### config.mk
export PLATFORM = sky130hd
export DESIGN_NAME = if_fetch
export DESIGN_NICKNAME = d
export VERILOG_FILES = /design/src/rtl/if_fetch.sv
export SDC_FILE = /design/constraint.sdc
export NUM_CORES = 1
export LEC_CHECK = 0
export BUFFER_PORTS_ARGS = -buffer_cell sky130_fd_sc_hd__buf_2
export CORE_MARGIN = 5
export CORE_UTILIZATION = 56
export CTS_BUF_LIST = sky130_fd_sc_hd__clkbuf_8
export DETAILED_ROUTE_END_ITERATION = 7
export GPL_ROUTABILITY_DRIVEN = 0
export PLACE_DENSITY = 0.92
export SLEW_MARGIN = 15
export SYNTH_ARGS = -nofsm -noshare
export SYNTH_HDL_FRONTEND = slang
export SYNTH_SLANG_ARGS = --single-unit
### constraint.sdc
create_clock -name clk -period 2.5 [get_ports clk]
set_clock_uncertainty 0.05 [all_clocks]
set_input_delay 0.375 -clock clk [delete_from_list [all_inputs] [get_ports clk]]
set_output_delay 0.375 -clock clk [all_outputs]
set_load 0.005 [all_outputs]
### src/rtl/if_fetch.sv
// rtl/if_fetch.sv - RV32I instruction fetch: byte-serial fetch over a shared port, presents {pc, inst} to IF/ID
module if_fetch #(
    parameter logic [31:0] RESET_PC = 32'h0
) (
    input  logic        clk,
    input  logic        rst,
    input  logic        stall_i,
    input  logic        jump_i,
    input  logic [31:0] jump_addr_i,
    output logic        mem_req_o,
    output logic [31:0] mem_addr_o,
    input  logic        mem_grant_i,
    input  logic [7:0]  mem_rdata_i,
    output logic [31:0] pc_o,
    output logic [31:0] inst_o,
    output logic        valid_o
);

    typedef enum logic {
        S_FETCH,
        S_OUT
    } state_t;

    state_t      state_q;
    logic [31:0] pc_q;
    logic [2:0]  issue_cnt_q;
    logic [2:0]  recv_cnt_q;
    logic        pend_q;
    logic [31:0] inst_buf_q;
    logic [31:0] pc_o_q;
    logic [31:0] inst_o_q;

    logic        accept_d;
    logic [31:0] inst_done_d;

    assign mem_req_o  = (state_q == S_FETCH) && !issue_cnt_q[2];
    assign mem_addr_o = pc_q + {29'd0, issue_cnt_q};
    assign accept_d   = mem_req_o && mem_grant_i;
    // Last byte merged straight into the presented word so OUT sees it on entry.
    assign inst_done_d = {mem_rdata_i, inst_buf_q[23:0]};

    assign pc_o    = pc_o_q;
    assign inst_o  = inst_o_q;
    assign valid_o = (state_q == S_OUT) && !jump_i;

    always_ff @(posedge clk) begin
        if (!rst) begin
            state_q     <= S_FETCH;
            pc_q        <= RESET_PC;
            issue_cnt_q <= 3'd0;
            recv_cnt_q  <= 3'd0;
            pend_q      <= 1'b0;
            inst_buf_q  <= 32'd0;
            pc_o_q      <= 32'd0;
            inst_o_q    <= 32'd0;
        end else if (jump_i) begin
            // Clearing pend discards the byte answering this cycle's request.
            state_q     <= S_FETCH;
            pc_q        <= jump_addr_i;
            issue_cnt_q <= 3'd0;
            recv_cnt_q  <= 3'd0;
            pend_q      <= 1'b0;
        end else begin
            case (state_q)
                S_FETCH: begin
                    pend_q <= accept_d;
                    if (accept_d) begin
                        issue_cnt_q <= issue_cnt_q + 3'd1;
                    end
                    if (pend_q) begin
                        inst_buf_q[{recv_cnt_q[1:0], 3'b000} +: 8] <= mem_rdata_i;
                        recv_cnt_q <= recv_cnt_q + 3'd1;
                        if (recv_cnt_q == 3'd3) begin
                            state_q  <= S_OUT;
                            pc_o_q   <= pc_q;
                            inst_o_q <= inst_done_d;
                        end
                    end
                end
                S_OUT: begin
                    if (!stall_i) begin
                        state_q     <= S_FETCH;
                        pc_q        <= pc_q + 32'd4;
                        issue_cnt_q <= 3'd0;
                        recv_cnt_q  <= 3'd0;
                        pend_q      <= 1'b0;
                    end
                end
                default: state_q <= S_FETCH;
            endcase
        end
    end

endmodule

Word-level counts from Yosys, hierarchy flattened
Cells that the tools add are included.
{ "totals": {"regBits": 136, "inputBits": 45, "elab_cells": 50} }
{ "op_classes": {"add_sub_neg": 5, "eq_ne": 5, "shifts": 2, "mux": 15, "bitwise": 3, "n_reduce_logical": 12} }
{ "op_table": {"columns": ["op", "count"], "rows": [
  ["32-bit two-way mux", 3],
  ["32-bit by 3-bit adder with 32-bit output", 1],
  ["32-bit by 3-bit adder with 32-bit output (second input constant)", 1],
  ["32-bit bitwise mux", 1],
  ["8-bit by 7-bit variable shift with 32-bit output (first input constant)", 1],
  ["8-bit by 7-bit indexed part select with 32-bit output", 1],
  ["3-bit case mux with 2 select lines", 2],
  ["3-bit two-way mux", 3],
  ["5-bit negator with 7-bit output", 1],
  ["3-bit by 1-bit adder with 3-bit output (second input constant)", 2],
  ["2-bit inequality test (second input constant)", 3],
  ["2-bit AND reduction", 3],
  ["1-bit two-way mux", 4],
  ["1-bit case mux with 2 select lines", 2],
  ["4-bit AND reduction", 1],
  ["3-bit by 2-bit == test with 1-bit output (second input constant)", 1],
  ["1-bit logical AND", 3],
  ["1-bit NOT", 3],
  ["3-bit AND reduction", 1],
  ["1-bit logical NOT", 2],
  ["2-bit by 1-bit inequality test with 1-bit output (second input constant)", 1],
  ["2-bit nonzero test", 1],
  ["2-bit OR reduction", 1]
]} }

Longest topological paths before layout
{ "logic_depth": {"depth_word": 5, "depth_mapped": 7} }

Least setup slack after synthesis
OpenSTA, ideal clock, no wires.
{ "synth_timing": {"path_type": "reg-to-output", "from": "register issue_cnt_q[0]", "to": "output port mem_addr_o[26]", "t_arrival_ns": 1.883, "path_slack_ns": 0.192, "path_stages_with_launch": 8, "n_path_buf": 1, "cell_sequence": "dfxtp_1 > ha_1 > fa_1 > a21oi_1 > or4_1 > clkbuf_1 > nor3_1 > xor2_1"} }
{ "synth_between": {"elab_chain_len": 1} }
{ "synth_rtl": {"columns": ["item", "line", "source"], "rows": [
  ["start: declaration", "26", "logic [2:0] issue_cnt_q;"],
  ["start signal: assignment", "68", "issue_cnt_q <= issue_cnt_q + 3'd1;"],
  ["32-bit by 3-bit adder with 32-bit output", "37", "assign mem_addr_o = pc_q + {29'd0, issue_cnt_q};"],
  ["end: declaration", "11", "output logic [31:0] mem_addr_o,"]
]} }
Every way passes these cells.

Worst setup path in the final report
{ "layout_timing": {"from": "register pc_q[0]", "to": "output port mem_addr_o[22]"} }
{ "layout_between": {"elab_chain_len": 1} }
{ "layout_rtl": {"columns": ["item", "line", "source"], "rows": [
  ["start: declaration", "25", "logic [31:0] pc_q;"],
  ["start signal: assignment", "59", "pc_q <= jump_addr_i;"],
  ["start signal: assignment", "83", "pc_q <= pc_q + 32'd4;"],
  ["32-bit by 3-bit adder with 32-bit output", "37", null]
]} }
Every way passes these cells.

==> results_dict.tcl <==
set metrics [dict create \
    initial_core_util_pct 57.8 \
    vias 6728 \
    holdWs_ps 105 \
    syn_inst 782 \
    core-area_mm2 0.0109 \
    h-tree-depth 4 \
    critPathLaunchType "flop" \
    period_needed_ps 2870 \
    synth_edf_count 0 \
    path_max_fanout 2 \
    grt_pass1_vias 6341 \
    async_flop_share_pct 0 \
    cts_made_buffers 17 \
    die_w_um 116 \
    leakage_uw 0.00346 \
    outcome "finished with violations" \
    max_cap_viol_count 0 \
    synth_seq_cells 128 \
    cts.path.max_buffers 2 \
    rsz0062_at_grt "yes" \
    clock_latency_ps 440 \
    drt_iter0_markers 1036 \
    synth_area_per_cell_um2 8.08 \
    grt_pass1_wl_um 31800 \
    crit_arrival_ps 2440 \
    drc_errors 21 \
    violations "design-rule violations, negative setup slack" \
    relSlewSlack_pct 50.6 \
    ys.flop_type "dfxtp_1" \
    die_h_um 116 \
    track_usage_pct 29.7 \
    grt_remaining_overflow 0 \
    synth_seq_area_share_pct 40.6 \
    routed_wl_um 21400 \
    finalCritPeriodShare_pct 115 \
    holdBufCountCts 0 \
    setup_violations 26 \
    drive_gt1_share_pct 30.2 \
    setup_slack_ps -370 \
    hp-class "primary input to flop" \
    crit_required_ps 2080 \
    power_per_cell_area_mw_per_mm2 577 \
    fp.dieArea_mm2 0.0135 \
    endpoint_kind "output pin" \
    io_pins 143 \
    crit_type "flop to output pin" \
    synthesis.nets 839 \
    place_area_mm2 0.00726 \
    cts_num_sinks 128 \
    final_net_count 1000 \
    post-route-util_pct 74.9 \
    nFillCells 740 \
    synth_cell_type_count 54 \
    cts_tree "built" \
    io_buffers 142 \
    antennaDiodeCount 0 \
    worst_pin_slew_ps 736 \
    firstDrtPassIters 8 \
    grt_antenna_before_repair 0 \
    syn2layout_area_growth_pct 29.6 \
    vdd_ir_drop_max_uv 664 \
    ant_nets 0 \
    placementRows 38 \
    slew_violations 0 \
    dpl.hpwl_um 12900 \
    synthesis.area_mm2 0.00632 \
    hold_violations 0 \
    wl_per_cell_um 19.5 \
    fin_area_mm2 0.00819 \
    grt_start_max_net_pins 80 \
    clk_pin_slew_worst_paths_ps 80 \
    fmax_mhz 348 \
    yosysWarnings 0 \
    clock-root-buffer "clkbuf_8" \
    avgViaCountPerCell 6.14 \
]
cells by family after synthesis:
group	Yosys count	synth area share [%]
flops	128	40.6
buf+inv	70	4.75
compound gates	163	18.3
mux	2	0.317
simple gates	366	27.9
xor+xnor	41	5.68
fa+ha+maj	12	2.50
cells in the mapped netlist (13+ instances only):
library cell,n,area (um^2)
a21boi_0,88,661
o21ai_0,22,110
xnor2_1,24,210
nand2_1,196,736
nand4_1,16,100
nor3_1,17,85.1
nor2_1,20,75.1
buf_2,13,65.1
clkbuf_1,40,150
nand3_1,43,215
a21oi_1,14,70.1
xor2_1,17,149
dfxtp_1,128,2560
metrics by stage:
| stage | setup WS [ps] | total power, uW | instances | TNS (ps) |
|---|---|---|---|---|
| finish | -370 | 4720 | 1095 | -3860 |
| global route | -408 | 4840 | 1095 | -5760 |
| CTS | -166 | 4680 | 1082 | -1800 |
| detailed placement | -57.1 | 2520 | 1044 | -57.1 |
| global placement | 39.7 | 2510 | 1044 | 0 |
| floorplan | 192 | 2370 | 782 | 0 |
layer usage:
layer	GRT usage [%]	part of all wire, %
met1	36.3	37
met3	7.56	11
met4	13.6	5.8
met2	49.4	46
met5	0	0
power by group:
group	internal (uW)	switching, uW	leakage, uW
clock network	1360	827	0.000246
registers	2080	66.0	0.00104
logic	176	215	0.00217
total	3610	1110	0.00346
worst max-delay path: stages (launching register included):
cell     delay, ps
dfxtp_2        370
ha_4           160
fa_2           240
buf_4          130
a21o_1         140
nand4_1        320
nor3_2         270
xor2_1         220
buf_2          150
final cells by class:
type / instances / area, um^2 / share of cell area, %
multi-input combinational: 584 / 3710 / 45.4
sequential: 128 / 2580 / 31.5
timing repair buffer: 204 / 1200 / 14.7
clock buffer: 20 / 275 / 3.36
clock inverter: 11 / 210 / 2.57
tap: 140 / 175 / 2.14
inverter: 8 / 30.0 / 0.367
state kept, by name (all words and copies together) (netlist names):
name and flops:
inst_buf_q 24, inst_o 32, issue_cnt_q 3, pc_o 32
pc_q 32, pend_q 1, recv_cnt_q 3, state_q 1
cell usage in the layout, fill, tap and decap left out, drive strengths merged, types with 3 or more instances in the layout:
cell    count
nand2b     10
nor3b       5
xor2       17
o21ai      22
o211a       8
nor4       13
o211ai      4
a31oi       6
nand3      43
nor2b       5
and3       10
buf       204
or4         7
a21o        3
clkinv      4
nand4      18
a21oi      14
dfxtp     128
inv         8
clkbuf     20
nor2       20
nor3       17
xnor2      24
ha         11
a21boi     88
or3         3
o31ai       4
a211oi      6
nand2     196
and2        6
bufinv      6
and4        7
final timing paths:
check / from / endpoint / slack [ps] / cells past startpoint
max: pc_q[0]$_SDFFE_PN0P_ / mem_addr_o[22] / -370 / 8
min: jump_addr_i[4] / pc_q[4]$_SDFFE_PN0P_ / 100 / 2
max reg2reg: pc_q[14]$_SDFFE_PN0P_ / pc_q[29]$_SDFFE_PN0P_ / 190 / 6
min reg2reg: inst_o[16]$_SDFFE_PN0P_ / inst_o[16]$_SDFFE_PN0P_ / 410 / 2
timing repair:
item                                    in CTS  in global routing
pin swaps                                   21                 22
resized for setup                           39                 24
endpoints found under the setup margin      27                 28
buffers inserted                             9                 15
hold endpoints to repair                     0                  0
Note: power is estimated with default switching activity, not from simulation.
